--- config.mk ---
export PLATFORM = sky130hd
export DESIGN_NAME = gera_janela_3x3
export DESIGN_NICKNAME = d
export VERILOG_FILES = /design/src/rtl/gera_janela_3x3.sv
export SDC_FILE = /design/constraint.sdc
export NUM_CORES = 1
export LEC_CHECK = 0
export CAP_MARGIN = 20
export CORE_MARGIN = 3
export CORE_UTILIZATION = 50
export CTS_CLUSTER_DIAMETER = 60
export DETAILED_ROUTE_END_ITERATION = 6
export PLACE_DENSITY_LB_ADDON = 0.2
export SLEW_MARGIN = 20
export SYNTH_ARGS = -nofsm -noshare
export SYNTH_HDL_FRONTEND = slang
export SYNTH_SLANG_ARGS = --single-unit
--- constraint.sdc ---
create_clock -name clk -period 3.3 [get_ports clk]
set_clock_uncertainty 0.05 [all_clocks]
set_input_delay 0.66 -clock clk [delete_from_list [all_inputs] [get_ports clk]]
set_output_delay 0.66 -clock clk [all_outputs]
set_load 0.1 [all_outputs]
--- src/rtl/gera_janela_3x3.sv ---
// gera_janela_3x3: streaming 3x3 window generator with two line buffers, feeding the 9-input median sorter
module gera_janela_3x3 #(
    parameter int DATA_W = 8,
    parameter int IMG_W  = 16,
    parameter int IMG_H  = 16
) (
    input  logic                       clk,
    input  logic                       rst_n,
    input  logic                       limpa,
    input  logic                       in_valid,
    output logic                       in_ready,
    input  logic [DATA_W-1:0]          in_pixel,
    output logic                       out_valid,
    input  logic                       out_ready,
    output logic [DATA_W-1:0]          w1,
    output logic [DATA_W-1:0]          w2,
    output logic [DATA_W-1:0]          w3,
    output logic [DATA_W-1:0]          w4,
    output logic [DATA_W-1:0]          w5,
    output logic [DATA_W-1:0]          w6,
    output logic [DATA_W-1:0]          w7,
    output logic [DATA_W-1:0]          w8,
    output logic [DATA_W-1:0]          w9,
    output logic [$clog2(IMG_H)-1:0]   out_lin,
    output logic [$clog2(IMG_W)-1:0]   out_col,
    output logic                       frame_done
);
    localparam int LW = $clog2(IMG_H);
    localparam int CW = $clog2(IMG_W);

    logic [CW-1:0]               col_q, col_d;
    logic [LW-1:0]               lin_q, lin_d;
    logic [DATA_W-1:0]           lb0_q [IMG_W];
    logic [DATA_W-1:0]           lb1_q [IMG_W];
    // Column registers hold {row r-2, row r-1, row r}; ca = two columns back, cb = previous column
    logic [2:0][DATA_W-1:0]      ca_q, ca_d, cb_q, cb_d, new_col;
    logic [8:0][DATA_W-1:0]      win_q, win_d;
    logic [LW-1:0]               out_lin_q, out_lin_d;
    logic [CW-1:0]               out_col_q, out_col_d;
    logic                        out_valid_q, out_valid_d;
    logic                        frame_done_q, frame_done_d;
    logic                        acc, emit, last_col, last_lin;

    assign in_ready   = ~out_valid_q | out_ready;
    assign out_valid  = out_valid_q;
    assign frame_done = frame_done_q;
    assign out_lin    = out_lin_q;
    assign out_col    = out_col_q;
    assign {w1, w2, w3, w4, w5, w6, w7, w8, w9} = win_q;

    // Accept/emit decisions, raster counters, window shift and output staging
    always_comb begin
        acc          = in_valid & in_ready & ~limpa;
        last_col     = col_q == CW'(IMG_W - 1);
        last_lin     = lin_q == LW'(IMG_H - 1);
        emit         = acc && lin_q >= LW'(2) && col_q >= CW'(2);
        new_col      = {lb1_q[col_q], lb0_q[col_q], in_pixel};
        col_d        = limpa ? '0 : acc ? (last_col ? '0 : col_q + 1'b1) : col_q;
        lin_d        = limpa ? '0 : (acc && last_col) ? (last_lin ? '0 : lin_q + 1'b1) : lin_q;
        ca_d         = acc ? cb_q : ca_q;
        cb_d         = acc ? new_col : cb_q;
        win_d        = emit ? {ca_q[2], cb_q[2], new_col[2],
                               ca_q[1], cb_q[1], new_col[1],
                               ca_q[0], cb_q[0], new_col[0]} : win_q;
        out_lin_d    = emit ? lin_q - 1'b1 : out_lin_q;
        out_col_d    = emit ? col_q - 1'b1 : out_col_q;
        out_valid_d  = limpa ? 1'b0 : emit ? 1'b1 : out_ready ? 1'b0 : out_valid_q;
        frame_done_d = acc & last_col & last_lin;
    end

    // Line buffers: no reset, stale rows are never used because rows 0/1 emit nothing
    always_ff @(posedge clk) begin
        if (acc) begin
            lb1_q[col_q] <= lb0_q[col_q];
            lb0_q[col_q] <= in_pixel;
        end
    end

    // State registers with asynchronous active-low reset
    always_ff @(posedge clk or negedge rst_n) begin
        if (!rst_n) begin
            col_q        <= '0;
            lin_q        <= '0;
            ca_q         <= '0;
            cb_q         <= '0;
            win_q        <= '0;
            out_lin_q    <= '0;
            out_col_q    <= '0;
            out_valid_q  <= 1'b0;
            frame_done_q <= 1'b0;
        end else begin
            col_q        <= col_d;
            lin_q        <= lin_d;
            ca_q         <= ca_d;
            cb_q         <= cb_d;
            win_q        <= win_d;
            out_lin_q    <= out_lin_d;
            out_col_q    <= out_col_d;
            out_valid_q  <= out_valid_d;
            frame_done_q <= frame_done_d;
        end
    end
endmodule
==> results.sh, run 1 <==
export IMPL_track_usage_pct=19.5
export IMPL_grt_max_degree=82
export IMPL_drt_total_wl_um=31400
export IMPL_syn_num_nets=884
export IMPL_synth_top_area_cell="edfxtp_1"
export IMPL_cts_max_level=2
export IMPL_slowest_stage="dfrtp_1"
export IMPL_cts_setup_buffers=0
export IMPL_period_share_pct=84.1
export IMPL_placed_area_um2=16800
export IMPL_synthArstFlopShare_pct=35.0
export IMPL_period_minus_slack_ns=2.78
export IMPL_slew_viol_final=0
export IMPL_final_cell_mix="256 x edfxtp_1, 151 x mux2_2, 136 x dfrtp_1"
export IMPL_drt_iter0_drc=573
export IMPL_dp_final_hpwl_um=19500
export IMPL_clk_pin_slew_worst_paths_ns=0.06
export IMPL_status="finished clean"
export IMPL_stdcell_area_um2=18100
export IMPL_final_common_cell="edfxtp_1"
export IMPL_post_drt_wl_per_cell_um=21.9
export IMPL_ys_ff_latch=394
export IMPL_synth_distinct_cells=38
export IMPL_worstPathRequired_ns=3.65
export IMPL_setup_violations=0
export IMPL_cts_sinks=394
export IMPL_critPathTopFamily="simple AND/OR/NAND/NOR gates"
export IMPL_slowest_delay_ns=0.68
export IMPL_rsz0062_at_grt="false"
export IMPL_port_buffers=95
export IMPL_antenna_found_initial=0
export IMPL_hold_violations=0
export IMPL_synth_cells=863
export IMPL_synth_compound_area_share_pct=2.71
export IMPL_worstSetupPathType="flop to flop"
export IMPL_synthAdderAreaFrac_pct=0.656
export IMPL_crit_chain="or3b_2, o22ai_1, nor2_1, nand3_1, mux2_2"
export IMPL_cp_start_kind="flop"
export IMPL_clkLatencyLatePin_ns=0.52
export IMPL_fmax_ghz=0.360
export IMPL_synth_flop_cell="edfxtp_1"
export IMPL_vias=7966
export IMPL_yosys_area_share_simple_pct=2.95
export IMPL_core_um2=29900
export IMPL_cts_made_buffers=41
export IMPL_synthXorXnorAreaFrac_pct=0.287
export IMPL_die_area_um2=32600
export IMPL_worstMarginPinSlew_ns=0.940
export IMPL_crit_fanout=16
export IMPL_max_vdd_ir_drop_v=0.000548
export IMPL_cts_resized=0
export IMPL_n_fill_cell=2234
export IMPL_arrival_ns=3.13
export IMPL_ios=96
export IMPL_clock_path_buffers=3
export IMPL_fp_dieH_um=181
export IMPL_die_width_um=181
export IMPL_synth_edf_count=256
export IMPL_total_power_mw=10.7
export IMPL_antenna_left=0
export IMPL_p_leak_nw=7.00
export IMPL_critical_path_endpoint_type="flop"
export IMPL_yosysSeqAreaShare_pct=73.1
export IMPL_critPathBufInv=0
export IMPL_drtPass1Iterations=5
export IMPL_ys_warn_count=0
export IMPL_row_count=63
export IMPL_route_detailed_drc=0
export IMPL_start_util_pct=51.0
export IMPL_tns_ns=0
export IMPL_cts_tree="done"
export IMPL_syn_area_um2=15200
export IMPL_synth_top_family_by_area="multiplexers"
export IMPL_synth_top_area_share_pct=50.4
export IMPL_via_per_inst=5.57
export IMPL_cap_violations=0
export IMPL_hold_class="input pin to async pin"
export IMPL_gp_congestion=0.794
export IMPL_first_global_vias=8557
export IMPL_syn_to_final_growth_pct=18.4
export IMPL_grt_pass1_wl_um=50000
export IMPL_syn_area_per_cell_um2=17.7
export IMPL_drive_gt1_share_pct=36.5
export IMPL_muxShareOfSynthArea_pct=18.5
export IMPL_dp_slack_ns=0.546
export IMPL_cts_root_buf="clkbuf_16"
export IMPL_grt_ovfl_total=0
export IMPL_power_density_nw_per_um2=594
export IMPL_ys_top_cells_by_area="edfxtp_1 50%, dfrtp_1 23%, mux2_2 11%"
export IMPL_fin_nets=1031
export IMPL_timing_final_ws_setup_ns=0.524
export IMPL_hold_buffers=0
export IMPL_slew_headroom_pct=37.2
metal layers:
metal / up-vias / share of wire [%] / track usage [%]
li1: 3598 / - / -
met3: 50 / 5.3 / 3.37
met4: 0 / 1.9 / 4.85
met2: 208 / 49 / 31.6
met1: 4110 / 44 / 27.8
met5: - / 0 / 0
state kept, by name, summed over array words and instances (netlist names), 8 cells and up:
signal	cells
ca_q	24
w2	8
w3	8
w4	8
w6	8
w7	8
lb0_q	128
w9	8
w5	8
w1	8
cb_q	24
w8	8
lb1_q	128
metrics by stage:
stage                     instances  hold WS, ns  util [%]
final                          1431       0.0722      60.4
after global routing           1430        0.103      60.4
after CTS                      1430       0.0916      60.4
after detailed placement       1357        0.424      56.1
after global placement         1357        0.429      56.1
after floorplan                 863        0.314         -
where the power goes:
part | total, mW | leakage, nW | switching, mW | internal, mW
combinational | 0.718 | 2.24 | 0.428 | 0.289
sequential | 5.60 | 4.11 | 0.110 | 5.49
clock | 4.42 | 0.641 | 1.81 | 2.61
final cells by class:
class / instances / area (um2) / area share, %
antenna: 1 / 2.50 / 0.0139
clock buffer: 56 / 1150 / 6.38
tap: 390 / 488 / 2.70
timing repair buffer: 149 / 1220 / 6.78
multi-input combinational: 416 / 3860 / 21.4
inverter: 8 / 30.0 / 0.166
clock inverter: 17 / 150 / 0.832
sequential: 394 / 11100 / 61.7
cell families (layout without fill, tap and decap cells):
| kind of cell | Yosys count | after routing |
|---|---|---|
| multiplexers | 241 | 241 |
| adder cells (fa/ha/maj) | 8 | 8 |
| XOR/XNOR | 5 | 5 |
| AO/OA/AOI/OAI | 61 | 61 |
| other | 0 | 1 |
| AND/OR/NAND/NOR | 101 | 101 |
| flip-flops | 394 | 394 |
| buffers and inverters | 53 | 230 |
Yosys cell counts, types with 7 or more instances:
cell and n:
nand2_1 31, a22oi_1 15, buf_2 18, mux4_2 17, nor3_1 8, nor2_1 31, nand3_1 19, o22ai_1 30
ha_1 8, edfxtp_1 256, mux2_2 151, inv_1 8, buf_6 7, mux2i_1 67, dfrtp_1 138, clkbuf_1 14
final timing paths:
check	startpoint	end	depth (start not counted)	slack [ns]
worst max-delay path	col_q[2]	cb_q[15]	5	0.52
worst min-delay path	rst_n	w7[7]	1	0.07
worst max register to register	col_q[2]	cb_q[15]	5	0.52
worst min register to register	ca_q[16]	w1[0]	1	0.43
max in group asynchronous	rst_n	cb_q[12]	2	2.43
min in group clk	ca_q[16]	w1[0]	1	0.43
(Power assumes the default switching activity.)
==> run 2, diff against run 1 <==
clock period = 2.6 ns   (was 3.3 ns; I/O delays follow)
==> results.sh, run 2 (synthesis gave the netlist of run 1 again) <==
export IMPL_via_per_inst=5.48
export IMPL_cts_tree="done"
export IMPL_max_vdd_ir_drop_v=0.000560
export IMPL_port_buffers=95
export IMPL_drt_met1_wl_um=13600
export IMPL_gp_congestion=0.803
export IMPL_track_usage_pct=19.3
export IMPL_crit_fanout=16
export IMPL_p_leak_nw=7.08
export IMPL_period_share_pct=89.8
export IMPL_drive_gt1_share_pct=38.3
export IMPL_syn_to_final_growth_pct=20.3
export IMPL_critical_path_endpoint_type="flop"
export IMPL_top_layer="met4"
export IMPL_drt_iter0_drc=467
export IMPL_cap_violations=0
export IMPL_final_common_cell="edfxtp_1"
export IMPL_final_cell_mix="256 x edfxtp_1, 151 x mux2_2, 135 x dfrtp_1"
export IMPL_period_minus_slack_ns=2.33
export IMPL_drtPass1Iterations=4
export IMPL_tns_ns=0
export IMPL_grt_pass1_wl_um=49200
export IMPL_slew_headroom_pct=49.4
export IMPL_clkLatencyLatePin_ns=0.53
export IMPL_timing_final_ws_setup_ns=0.266
export IMPL_start_util_pct=51.0
export IMPL_dp_slack_ns=0.128
export IMPL_grt_ovfl_total=0
export IMPL_antennaDiodeCount=0
export IMPL_worstMarginPinSlew_ns=0.756
export IMPL_route_detailed_drc=0
export IMPL_fp_dieH_um=181
export IMPL_reg_top3="lb0_q: 128 flops, lb1_q: 128 flops"
export IMPL_grt_max_degree=55
export IMPL_hold_violations=0
export IMPL_ios=96
export IMPL_wl_met2_um=15300
export IMPL_status="finished clean"
export IMPL_clk_pin_slew_worst_paths_ns=0.06
export IMPL_power_density_nw_per_um2=741
export IMPL_drt_total_wl_um=31200
export IMPL_core_um2=29900
export IMPL_cp_start_kind="flop"
export IMPL_slew_viol_final=0
export IMPL_post_drt_wl_per_cell_um=21.7
export IMPL_die_area_um2=32600
export IMPL_fmax_ghz=0.429
export IMPL_cts_sinks=394
export IMPL_dp_final_hpwl_um=19700
export IMPL_cts_setup_buffers=0
export IMPL_antenna_found_initial=0
export IMPL_worstSetupPathType="flop to flop"
export IMPL_cts_root_buf="clkbuf_16"
export IMPL_antenna_left=0
export IMPL_cts_made_buffers=41
export IMPL_arrival_ns=2.62
export IMPL_wl_met3_um=1690
export IMPL_row_count=63
export IMPL_vias=7912
export IMPL_clock_path_buffers=3
export IMPL_hold_class="flop to flop"
export IMPL_fin_nets=1043
export IMPL_setup_violations=0
export IMPL_die_width_um=181
export IMPL_first_global_vias=8472
export IMPL_cts_max_level=2
export IMPL_rsz0062_at_grt="false"
export IMPL_worstPathRequired_ns=2.89
-- run 2: cell types whose count changed in the layout (fill, tap and decap cells not counted), sizes merged --
cell,change
buf,+11
clkbuf,-3
clkinv,+3
diode,-1
dlygate4sd3,+1
inv,+1
-- run 2: repair_timing --
action                                 CTS  global route
resized for setup                        0             0
endpoints found under the hold margin   50             0
setup endpoints to repair                0             0
hold buffers                             1             0
-- run 2: routing by layer --
layer,up-vias,GRT usage [%]
met5,-,0
met4,0,4.64
met3,42,4.46
met2,173,31.9
met1,4079,26.4
li1,3618,-
-- run 2: path summary, 6_finish.rpt --
check,slack (ns),cells after the start,end,from
worst max-delay path,0.27,5,lb1_q[3][5],col_q[3]
worst min register to register,0.43,1,w1[6],ca_q[22]
min in group asynchronous,0.45,2,ca_q[20],rst_n
max in group asynchronous,1.36,3,w8[5],rst_n
worst min-delay path,0.43,1,w1[6],ca_q[22]
worst max register to register,0.27,5,lb1_q[3][5],col_q[3]
-- run 2: layout make-up --
cell class | count | area, um2
Fill cell | 2160 | 11500
Sequential cell | 394 | 11100
Clock inverter | 21 | 169
Tap cell | 390 | 488
Multi-Input combinational cell | 416 | 3930
Timing Repair Buffer | 161 | 1480
Clock buffer | 53 | 1100
Inverter | 8 | 30.0
-- run 2: per-stage QoR --
| step | cell area (um2) | hold WS, ns | utilization [%] | power (mW) | cells |
|---|---|---|---|---|---|
| finish | 18300 | 0.435 | 61.4 | 13.6 | 1443 |
| global route | 18300 | 0.463 | 61.4 | 14.1 | 1443 |
| CTS | 18300 | 0.442 | 61.4 | 13.7 | 1443 |
| detailed placement | 17100 | 0.428 | 57.1 | 8.20 | 1368 |
| global placement | 17100 | 0.426 | 57.1 | 8.17 | 1368 |
| floorplan | 15400 | 0.174 | - | 7.78 | 863 |
-- run 2: where the power goes --
part / total (mW) / leakage (nW) / internal [mW] / switching, mW
registers: 7.09 / 4.11 / 6.96 / 0.131
clock network: 5.53 / 0.628 / 3.21 / 2.32
logic: 0.964 / 2.34 / 0.395 / 0.569
total: 13.6 / 7.08 / 10.6 / 3.02
-- run 2: worst max-delay path: stages (launching register included) --
cell and delay [ns]:
dfrtp_1 0.53, or3b_2 0.64, o22ai_1 0.26, nor2_1 0.11
nand3_1 0.26, buf_4 0.29
